==> config.mk <==
export PLATFORM = sky130hd
export DESIGN_NAME = uart_reg_bank
export DESIGN_NICKNAME = d
export VERILOG_FILES = /design/src/rtl/uart_reg_bank_pkg.sv /design/src/rtl/uart_reg_cell.sv /design/src/rtl/uart_reg_bank.sv
export SDC_FILE = /design/constraint.sdc
export NUM_CORES = 1
export LEC_CHECK = 0
export CORE_AREA = 8 8 228 230
export CTS_CLUSTER_DIAMETER = 50
export DETAILED_ROUTE_END_ITERATION = 10
export DIE_AREA = 0 0 236 238
export GPL_TIMING_DRIVEN = 0
export MAX_ROUTING_LAYER = met4
export PLACE_DENSITY = 0.64
export SYNTH_ARGS = -nofsm -noshare
export SYNTH_HDL_FRONTEND = slang
export SYNTH_HIERARCHICAL = 1
export SYNTH_SLANG_ARGS = --single-unit
export TNS_END_PERCENT = 10
==> constraint.sdc <==
create_clock -name clk_i -period 2.7 [get_ports clk_i]
set_input_delay 0.54 -clock clk_i [delete_from_list [all_inputs] [get_ports clk_i]]
set_output_delay 0.54 -clock clk_i [all_outputs]
set_load 0.02 [all_outputs]
==> src/rtl/uart_reg_bank_pkg.sv <==
// Shared definitions for the UART register bank: register access modes and
// the rule that resolves overlapping mode masks into one mode per register.
package uart_reg_bank_pkg;

    typedef enum logic [1:0] {
        MODE_RW  = 2'd0,
        MODE_RO  = 2'd1,
        MODE_RC  = 2'd2,
        MODE_W1C = 2'd3
    } reg_mode_e;

    // A register listed in several masks takes the strongest mode: RO > W1C > RC > RW.
    function automatic reg_mode_e mode_of(input logic ro, input logic rc, input logic w1c);
        if (ro) begin
            return MODE_RO;
        end
        if (w1c) begin
            return MODE_W1C;
        end
        if (rc) begin
            return MODE_RC;
        end
        return MODE_RW;
    endfunction

endpackage

==> src/rtl/uart_reg_cell.sv <==
// One register of the UART bank together with its one-cycle update flag.
// The access mode is fixed at elaboration time by MODE.
module uart_reg_cell
    import uart_reg_bank_pkg::*;
#(
    parameter int        REG_WIDTH = 32,
    parameter reg_mode_e MODE      = MODE_RW
) (
    input  logic                   clk_i,
    input  logic                   rst_i,
    input  logic                   cpu_wr_i,
    input  logic                   cpu_rd_i,
    input  logic [REG_WIDTH/8-1:0] cpu_be_i,
    input  logic [REG_WIDTH-1:0]   cpu_wdata_i,
    input  logic                   periph_wr_i,
    input  logic [REG_WIDTH-1:0]   periph_data_i,
    output logic [REG_WIDTH-1:0]   data_o,
    output logic                   updated_o
);

    logic [REG_WIDTH-1:0] data_q, data_d;
    logic                 updated_q, updated_d;
    logic [REG_WIDTH-1:0] be_mask;
    logic [REG_WIDTH-1:0] clr_bits;
    logic [REG_WIDTH-1:0] set_bits;
    logic                 rd_clear;

    for (genvar gi = 0; gi < REG_WIDTH / 8; gi++) begin : g_be
        assign be_mask[gi*8 +: 8] = {8{cpu_be_i[gi]}};
    end

    assign clr_bits = cpu_wr_i    ? (cpu_wdata_i & be_mask) : '0;
    assign set_bits = periph_wr_i ? periph_data_i           : '0;
    assign rd_clear = cpu_rd_i && (MODE == MODE_RC);

    always_comb begin
        data_d    = data_q;
        updated_d = 1'b0;
        case (MODE)
            MODE_W1C: begin
                // Set wins over clear on the same bit so no status event is lost.
                data_d    = (data_q & ~clr_bits) | set_bits;
                updated_d = periph_wr_i | (|(data_q & clr_bits));
            end
            MODE_RO: begin
                if (periph_wr_i) begin
                    data_d    = periph_data_i;
                    updated_d = 1'b1;
                end
            end
            default: begin
                if (cpu_wr_i) begin
                    data_d    = (data_q & ~be_mask) | (cpu_wdata_i & be_mask);
                    updated_d = 1'b1;
                end else if (periph_wr_i) begin
                    data_d    = periph_data_i;
                    updated_d = 1'b1;
                end else if (rd_clear) begin
                    data_d = '0;
                end
            end
        endcase
    end

    always_ff @(posedge clk_i or posedge rst_i) begin
        if (rst_i) begin
            data_q    <= '0;
            updated_q <= 1'b0;
        end else begin
            data_q    <= data_d;
            updated_q <= updated_d;
        end
    end

    assign data_o    = data_q;
    assign updated_o = updated_q;

endmodule

==> src/rtl/uart_reg_bank.sv <==
// UART control/status register bank: CPU address decode, registered read port,
// error pulse, per-register cells and the sticky-status interrupt.
module uart_reg_bank
    import uart_reg_bank_pkg::*;
#(
    parameter int                  REG_WIDTH  = 32,
    parameter int                  NUM_REGS   = 8,
    parameter int                  ADDR_WIDTH = 3,
    parameter logic [NUM_REGS-1:0] RO_MASK    = '0,
    parameter logic [NUM_REGS-1:0] RC_MASK    = '0,
    parameter logic [NUM_REGS-1:0] W1C_MASK   = '0
) (
    input  logic                          clk_i,
    input  logic                          rst_i,
    input  logic [ADDR_WIDTH-1:0]         cpu_addr_i,
    input  logic                          cpu_wr_en_i,
    input  logic                          cpu_rd_en_i,
    input  logic [REG_WIDTH/8-1:0]        cpu_be_i,
    input  logic [REG_WIDTH-1:0]          cpu_wdata_i,
    output logic [REG_WIDTH-1:0]          cpu_rdata_o,
    output logic                          cpu_rvalid_o,
    output logic                          cpu_err_o,
    input  logic [NUM_REGS-1:0]           periph_wr_en_i,
    input  logic [NUM_REGS*REG_WIDTH-1:0] periph_data_i,
    output logic [NUM_REGS*REG_WIDTH-1:0] reg_data_o,
    output logic [NUM_REGS-1:0]           updated_o,
    output logic                          irq_o
);

    logic [NUM_REGS-1:0]  addr_sel;
    logic [NUM_REGS-1:0]  is_w1c;
    logic [REG_WIDTH-1:0] reg_arr [NUM_REGS];
    logic                 in_range;
    logic                 ro_hit;
    logic [REG_WIDTH-1:0] rd_mux;
    logic                 w1c_any;

    logic [REG_WIDTH-1:0] rdata_q, rdata_d;
    logic                 rvalid_q, rvalid_d;
    logic                 err_q, err_d;
    logic                 irq_q, irq_d;

    for (genvar gi = 0; gi < NUM_REGS; gi++) begin : g_reg
        localparam reg_mode_e CellMode = mode_of(RO_MASK[gi], RC_MASK[gi], W1C_MASK[gi]);
        localparam logic [ADDR_WIDTH-1:0] CellAddr = ADDR_WIDTH'(gi);

        assign addr_sel[gi] = (cpu_addr_i == CellAddr);
        assign is_w1c[gi]   = (CellMode == MODE_W1C);

        uart_reg_cell #(
            .REG_WIDTH (REG_WIDTH),
            .MODE      (CellMode)
        ) u_cell (
            .clk_i         (clk_i),
            .rst_i         (rst_i),
            .cpu_wr_i      (cpu_wr_en_i & addr_sel[gi]),
            .cpu_rd_i      (cpu_rd_en_i & addr_sel[gi]),
            .cpu_be_i      (cpu_be_i),
            .cpu_wdata_i   (cpu_wdata_i),
            .periph_wr_i   (periph_wr_en_i[gi]),
            .periph_data_i (periph_data_i[gi*REG_WIDTH +: REG_WIDTH]),
            .data_o        (reg_arr[gi]),
            .updated_o     (updated_o[gi])
        );

        assign reg_data_o[gi*REG_WIDTH +: REG_WIDTH] = reg_arr[gi];
    end

    // An address matches no cell exactly when it is at or beyond NUM_REGS.
    assign in_range = |addr_sel;
    assign ro_hit   = |(addr_sel & RO_MASK);

    always_comb begin
        rd_mux  = '0;
        w1c_any = 1'b0;
        for (int i = 0; i < NUM_REGS; i++) begin
            if (addr_sel[i]) begin
                rd_mux = reg_arr[i];
            end
            w1c_any = w1c_any | (is_w1c[i] & (|reg_arr[i]));
        end
    end

    always_comb begin
        rdata_d  = rdata_q;
        rvalid_d = cpu_rd_en_i;
        err_d    = (cpu_rd_en_i & ~in_range) | (cpu_wr_en_i & (~in_range | ro_hit));
        irq_d    = w1c_any;
        if (cpu_rd_en_i) begin
            rdata_d = rd_mux;
        end
    end

    always_ff @(posedge clk_i or posedge rst_i) begin
        if (rst_i) begin
            rdata_q  <= '0;
            rvalid_q <= 1'b0;
            err_q    <= 1'b0;
            irq_q    <= 1'b0;
        end else begin
            rdata_q  <= rdata_d;
            rvalid_q <= rvalid_d;
            err_q    <= err_d;
            irq_q    <= irq_d;
        end
    end

    assign cpu_rdata_o  = rdata_q;
    assign cpu_rvalid_o = rvalid_q;
    assign cpu_err_o    = err_q;
    assign irq_o        = irq_q;

endmodule

==> flow_summary_export.csv, run 1 <==
group,metric,value,unit
timing,fin_tns_setup,0,ns
timing,hold_viol_final,0,
timing,fin_crit_sh,96.4,%
timing,fin_crit,2.60,ns
critical_path,crit_start,"cpu_addr_i[1]",
route,wl_met1,35800,um
floorplan,core.rowCount,81,
layout,fin_nets,2595,
power_and_ir_drop,combPwrFrac,28.4,%
critical_path,cp_max_fo,10,
route,post_drt_wl_per_cell,30.3,um
floorplan,dieArea,56200,um2
route,drt-pass1-iter-count,8,
layout,areaGrowthSynthToFinish,46.1,%
placement,gp_congestion,0.988,
route,wl,89300,um
critical_path,path_cells,"clkdlybuf4s50_1 > buf_4 > buf_2 > nand2b_1 > nor2_1 > buf_6 > clkbuf_1 > nand3b_1 > o221a_1",
floorplan,start_util,37.3,%
floorplan,die_w,236,um
layout,final_layout_size_suffix_gt1_share,11.9,%
run_status,status,"finished clean",
route,wl_met2,43900,um
global_route,grt_first_pass_wirelength,126000,um
global_route,antenna_found_initial,13,
timing,slew_headroom,39.6,%
layout,final_common_cell,"clkdlybuf4s50_1",
placement,port_buffers,598,
synthesis,yosysWarnings,6,
clocking,cts_tree,"yes",
synthesis,mappedNetlistArea,18000,um2
timing,rsz0062_at_grt,"false",
global_route,track_usage,31.2,%
clocking,cts_setup_buffers,0,
clocking,path_clk_slew,0.06,ns
layout,final_cell_area,26300,um2
route,dr_total_vias,17100,
route,dr_wl_met3,6280,um
critical_path,slowest_delay,0.64,ns
worst_hold_path,hp-class,"primary input to register",
global_route,overflow,0,
global_route,grt_start_max_net_pins,35,
timing,setup_violations,0,
timing,fmax,384,MHz
clocking,clkSinkCount,298,
run,maxCapViolCount,0,
placement,dpl.hpwl,72600,um
floorplan,ioPinCount,606,
critical_path,setup.worst_path.start_class,"primary input",
power_and_ir_drop,cellInternalPower,10.9,mW
power_and_ir_drop,ir_worst_vdd,0.415,mV
worst_hold_path,holdCritStartpoint,"cpu_be_i[3]",
global_route,grt_pass1_vias,18100,
route,routed.top_layer,"met4",
clocking,ctsHoldBuffers,0,
power_and_ir_drop,pwr-share-seq,34.8,%
critical_path,cp.arrival,3.06,ns
floorplan,core-area,48300,um2
timing,maxSlewViolCount,0,
clocking,root_buffer,"clkbuf_16",
clocking,cts_resized,0,
power_and_ir_drop,fin_total_pwr,16.3,mW
critical_path,worstPathRequired,3.16,ns
power_and_ir_drop,powerDensity,618,nW/um2
layout,final_cell_mix,"598 x clkdlybuf4s50_1, 392 x mux2i_1, 298 x dfrtp_1",
power_and_ir_drop,swShare,32.8,%
placement,place_area,24800,um2
synthesis,synthCells,1643,
clocking,clockBufferDepth,3,
route,drc_errors,0,
floorplan,die_h,238,um
critical_path,end_kind,"register",
placement,place_inst,2865,
power_and_ir_drop,switchingPower,5.33,mW
timing,skew,0.0165,ns
power_and_ir_drop,power.share.clock,36.8,%
route,ant_nets,0,
synthesis,avgSynthCellArea,11.0,um2
layout,stdcell_count,2951,
critical_path,path_class,"primary input to register",
power_and_ir_drop,p_leak,10.6,nW
route,viasPerCell,5.81,
timing,whs,0.430,ns
timing,tightest_slew,0.906,ns
critical_path,crit_path_top_delay_cell,"clkdlybuf4s50_1",
route,drt_iter0_drc,1207,
clocking,clkLatencyLatePin,0.58,ns
clocking,h-tree-depth,2,
clocking,cts-buffers-inserted,43,
power by group through the flow:
stage	Combinational, mW	Sequential (mW)	Clock, mW
floorplan	1.56	6.14	0
global placement	4.55	5.69	0
detailed placement	4.60	5.70	0
CTS	4.62	5.63	6.06
global route	4.84	5.71	6.24
finish	4.61	5.65	5.99
through the flow:
step,setup slack [ns],util (%)
floorplan,0.489,-
global placement,-0.434,51.3
detailed placement,-0.462,51.3
CTS,0.144,54.4
global route,0.00384,54.4
finish,0.0984,54.4
final timing paths:
kind                                                to  slack, ns  cells after the start
setup / recovery                              register        0.1                      9
hold / removal                                register       0.43                      3
setup reg to reg           cpu_rdata_o[11]$_DFFE_PP0P_       1.20                      4
hold reg to reg            cpu_rdata_o[16]$_DFFE_PP0P_       0.57                      2
max in group asynchronous  cpu_rdata_o[23]$_DFFE_PP0P_       1.10                      2
min in group asynchronous   asynchronous set/reset pin       0.90                      2
layout make-up:
| cell class | count | area (um2) |
|---|---|---|
| Fill cell | 4332 | 22000 |
| Multi-Input combinational cell | 1143 | 9380 |
| Sequential cell | 298 | 7460 |
| Timing Repair Buffer | 599 | 6010 |
| Clock buffer | 50 | 1150 |
| Buffer | 162 | 1020 |
| Tap cell | 622 | 778 |
| Clock inverter | 23 | 322 |
| Inverter | 41 | 154 |
| Antenna cell | 13 | 32.5 |
metal layers:
metal | up-vias | global-route usage [%]
li1 | 7503 | -
met1 | 8647 | 36.4
met2 | 832 | 52.3
met3 | 161 | 6.80
met4 | 0 | 12.2
met5 | - | -
critical path: cells and delay by family:
| family | cells | cell delay [ns] |
|---|---|---|
| buffers and inverters | 5 | 1.83 |
| AND/OR/NAND/NOR | 3 | 0.53 |
| AO/OA/AOI/OAI | 1 | 0.15 |
Note: power is estimated with default switching activity, not from simulation.
==> run 2: changes to the inputs <==
==> constraint.sdc (replaced) <==
create_clock -name clk_i -period 3 [get_ports clk_i]
set_input_delay 0.6 -clock clk_i [delete_from_list [all_inputs] [get_ports clk_i]]
set_output_delay 0.6 -clock clk_i [all_outputs]
set_load 0.02 [all_outputs]
==> results of run 2 <==
Same layout as run 1 (identical final DEF). Status: finished clean.
Among the figures that moved: setup slack after placement -0.462 ns -> -0.222 ns; setup slack after layout 0.0984 ns -> 0.338 ns; hold slack 0.430 ns -> 0.490 ns; register-to-register setup slack 1.20 ns -> 1.50 ns; total power 16.3 mW -> 14.6 mW; worst IR drop on VDD 0.415 mV -> 0.374 mV
==> run 3: changes to the inputs <==
--- a/config.mk
+++ b/config.mk
@@ -6,12 +6,11 @@
 export NUM_CORES = 1
 export LEC_CHECK = 0
 export CORE_AREA = 8 8 228 230
-export CTS_CLUSTER_DIAMETER = 50
 export DETAILED_ROUTE_END_ITERATION = 10
 export DIE_AREA = 0 0 236 238
 export GPL_TIMING_DRIVEN = 0
 export MAX_ROUTING_LAYER = met4
-export PLACE_DENSITY = 0.64
+export PLACE_DENSITY = 0.7
 export SYNTH_ARGS = -nofsm -noshare
 export SYNTH_HDL_FRONTEND = slang
 export SYNTH_HIERARCHICAL = 1
==> run 3 against run 2 <==
Compared with the run above: final area shrank 0.71%; count of clock-buffer cells in the layout is 4 higher; clock power shrank 13%; via count grew 0.94%; largest cell class unchanged.
==> flow_summary_export.csv, run 3 (same netlist as run 1, synthesis figures left out) <==
group,metric,value,unit
floorplan,die_h,238,um
timing,setup_violations,0,
timing,fin_crit,2.69,ns
clocking,root_buffer,"clkbuf_16",
route,viasPerCell,5.87,
power_and_ir_drop,pwr-share-seq,36.5,%
global_route,track_usage,31.7,%
placement,port_buffers,598,
critical_path,end_kind,"register",
power_and_ir_drop,power.share.clock,33.7,%
route,ant_nets,0,
critical_path,path_cells,"clkdlybuf4s50_1 > buf_4 > buf_2 > nand2b_1 > nor2_1 > buf_6 > clkbuf_1 > nand3b_1 > o221a_1",
layout,fin_nets,2590,
clocking,cts_setup_buffers,0,
floorplan,dieArea,56200,um2
power_and_ir_drop,fin_total_pwr,13.9,mW
layout,final_cell_mix,"598 x clkdlybuf4s50_1, 392 x mux2i_1, 298 x dfrtp_1",
global_route,grt_pass1_vias,18400,
run,maxCapViolCount,0,
power_and_ir_drop,swShare,33.4,%
clocking,clkLatencyLatePin,0.56,ns
clocking,clockBufferDepth,3,
route,drt_iter0_drc,1247,
timing,skew,0.0184,ns
power_and_ir_drop,powerDensity,533,nW/um2
run_status,status,"finished clean",
floorplan,die_w,236,um
placement,gp_congestion,0.985,
layout,utilization,54.0,%
global_route,grt_first_pass_wirelength,128000,um
route,post_drt_wl_per_cell,30.6,um
clocking,ctsHoldBuffers,0,
timing,hold_viol_final,0,
critical_path,cp_max_fo,10,
timing,maxSlewViolCount,0,
route,drc_errors,0,
floorplan,ioPinCount,606,
route,dr_total_vias,17300,
power_and_ir_drop,switchingPower,4.66,mW
layout,final_common_cell,"clkdlybuf4s50_1",
layout,stdcell_count,2946,
timing,tightest_slew,0.894,ns
critical_path,worstPathRequired,3.43,ns
timing,fin_crit_sh,89.8,%
clocking,clkSinkCount,298,
layout,fillers,4359,
placement,place_area,24800,um2
clocking,path_clk_slew,0.06,ns
critical_path,slowest_delay,0.61,ns
clocking,cts_resized,0,
floorplan,start_util,37.3,%
floorplan,core.rowCount,81,
power_and_ir_drop,cellInternalPower,9.28,mW
global_route,antenna_found_initial,14,
global_route,overflow,0,
route,drt-pass1-iter-count,6,
power_and_ir_drop,p_leak,10.5,nW
timing,slew_headroom,40.4,%
worst_hold_path,hp-class,"primary input to register",
layout,final_layout_size_suffix_gt1_share,11.5,%
clocking,cts-buffers-inserted,37,
global_route,grt_start_max_net_pins,35,
critical_path,path_class,"primary input to register",
critical_path,cp.arrival,3.12,ns
timing,whs,0.521,ns
power_and_ir_drop,combPwrFrac,29.8,%
timing,rsz0062_at_grt,"false",
placement,dpl.hpwl,73200,um
clocking,h-tree-depth,2,
power_and_ir_drop,ir_worst_vdd,0.303,mV
floorplan,core-area,48300,um2
critical_path,crit_path_top_delay_cell,"clkdlybuf4s50_1",
layout,final_cell_area,26100,um2
layout,areaGrowthSynthToFinish,45.1,%
placement,place_inst,2866,
route,wl,90100,um
critical_path,setup.worst_path.start_class,"primary input",
clocking,cts_tree,"yes",
timing,fmax,371,MHz
-- run 3: area by class of cell --
class	instances	area (um2)	area share, %
Antenna cell	14	35.0	0.134
Tap cell	622	778	2.98
Sequential cell	298	7460	28.5
Inverter	41	154	0.589
Buffer	162	1020	3.92
Multi-Input combinational cell	1143	9380	35.9
Clock buffer	54	1130	4.33
Timing Repair Buffer	600	6040	23.1
Clock inverter	12	125	0.479
-- run 3: worst paths after layout --
path	startpoint	endpoint	slack, ns	cells past startpoint
setup / recovery	cpu_addr_i[1]	register	0.31	9
hold / removal	cpu_be_i[0]	register	0.52	3
setup reg to reg	register	cpu_rdata_o[24]$_DFFE_PP0P_	1.46	4
hold reg to reg	register	cpu_rdata_o[19]$_DFFE_PP0P_	0.56	2
max in group asynchronous	rst_i	asynchronous set/reset pin	1.36	2
min in group asynchronous	rst_i	asynchronous set/reset pin	0.97	2
-- run 3: metrics by stage --
step                setup TNS (ns)  worst slack [ns]
detailed placement           -9.40            -0.201
global placement             -6.49            -0.158
global route                     0             0.206
floorplan                        0             0.729
CTS                              0             0.384
finish                           0             0.305
-- run 3: worst max-delay path, delay by kind of cell --
family	cells	cell delay [ns]
buffers and inverters	5	1.83
and+or+nand+nor	3	0.53
AOI/OAI and AO/OA	1	0.15
-- run 3: routing by layer --
metal / track usage, % / share of wire [%] / up-vias
met5: - / 0 / -
met4: 12.7 / 3.8 / 0
met3: 6.47 / 6.8 / 174
met2: 53.0 / 49 / 846
met1: 37.2 / 40 / 8799
li1: - / - / 7485
-- run 3: power by group through the flow --
stage	Combinational (mW)	Clock, mW	Sequential (mW)
floorplan	1.40	0	5.53
global placement	4.09	0	5.12
detailed placement	4.15	0	5.13
CTS	4.17	4.74	5.07
global route	4.36	4.87	5.13
finish	4.16	4.69	5.09
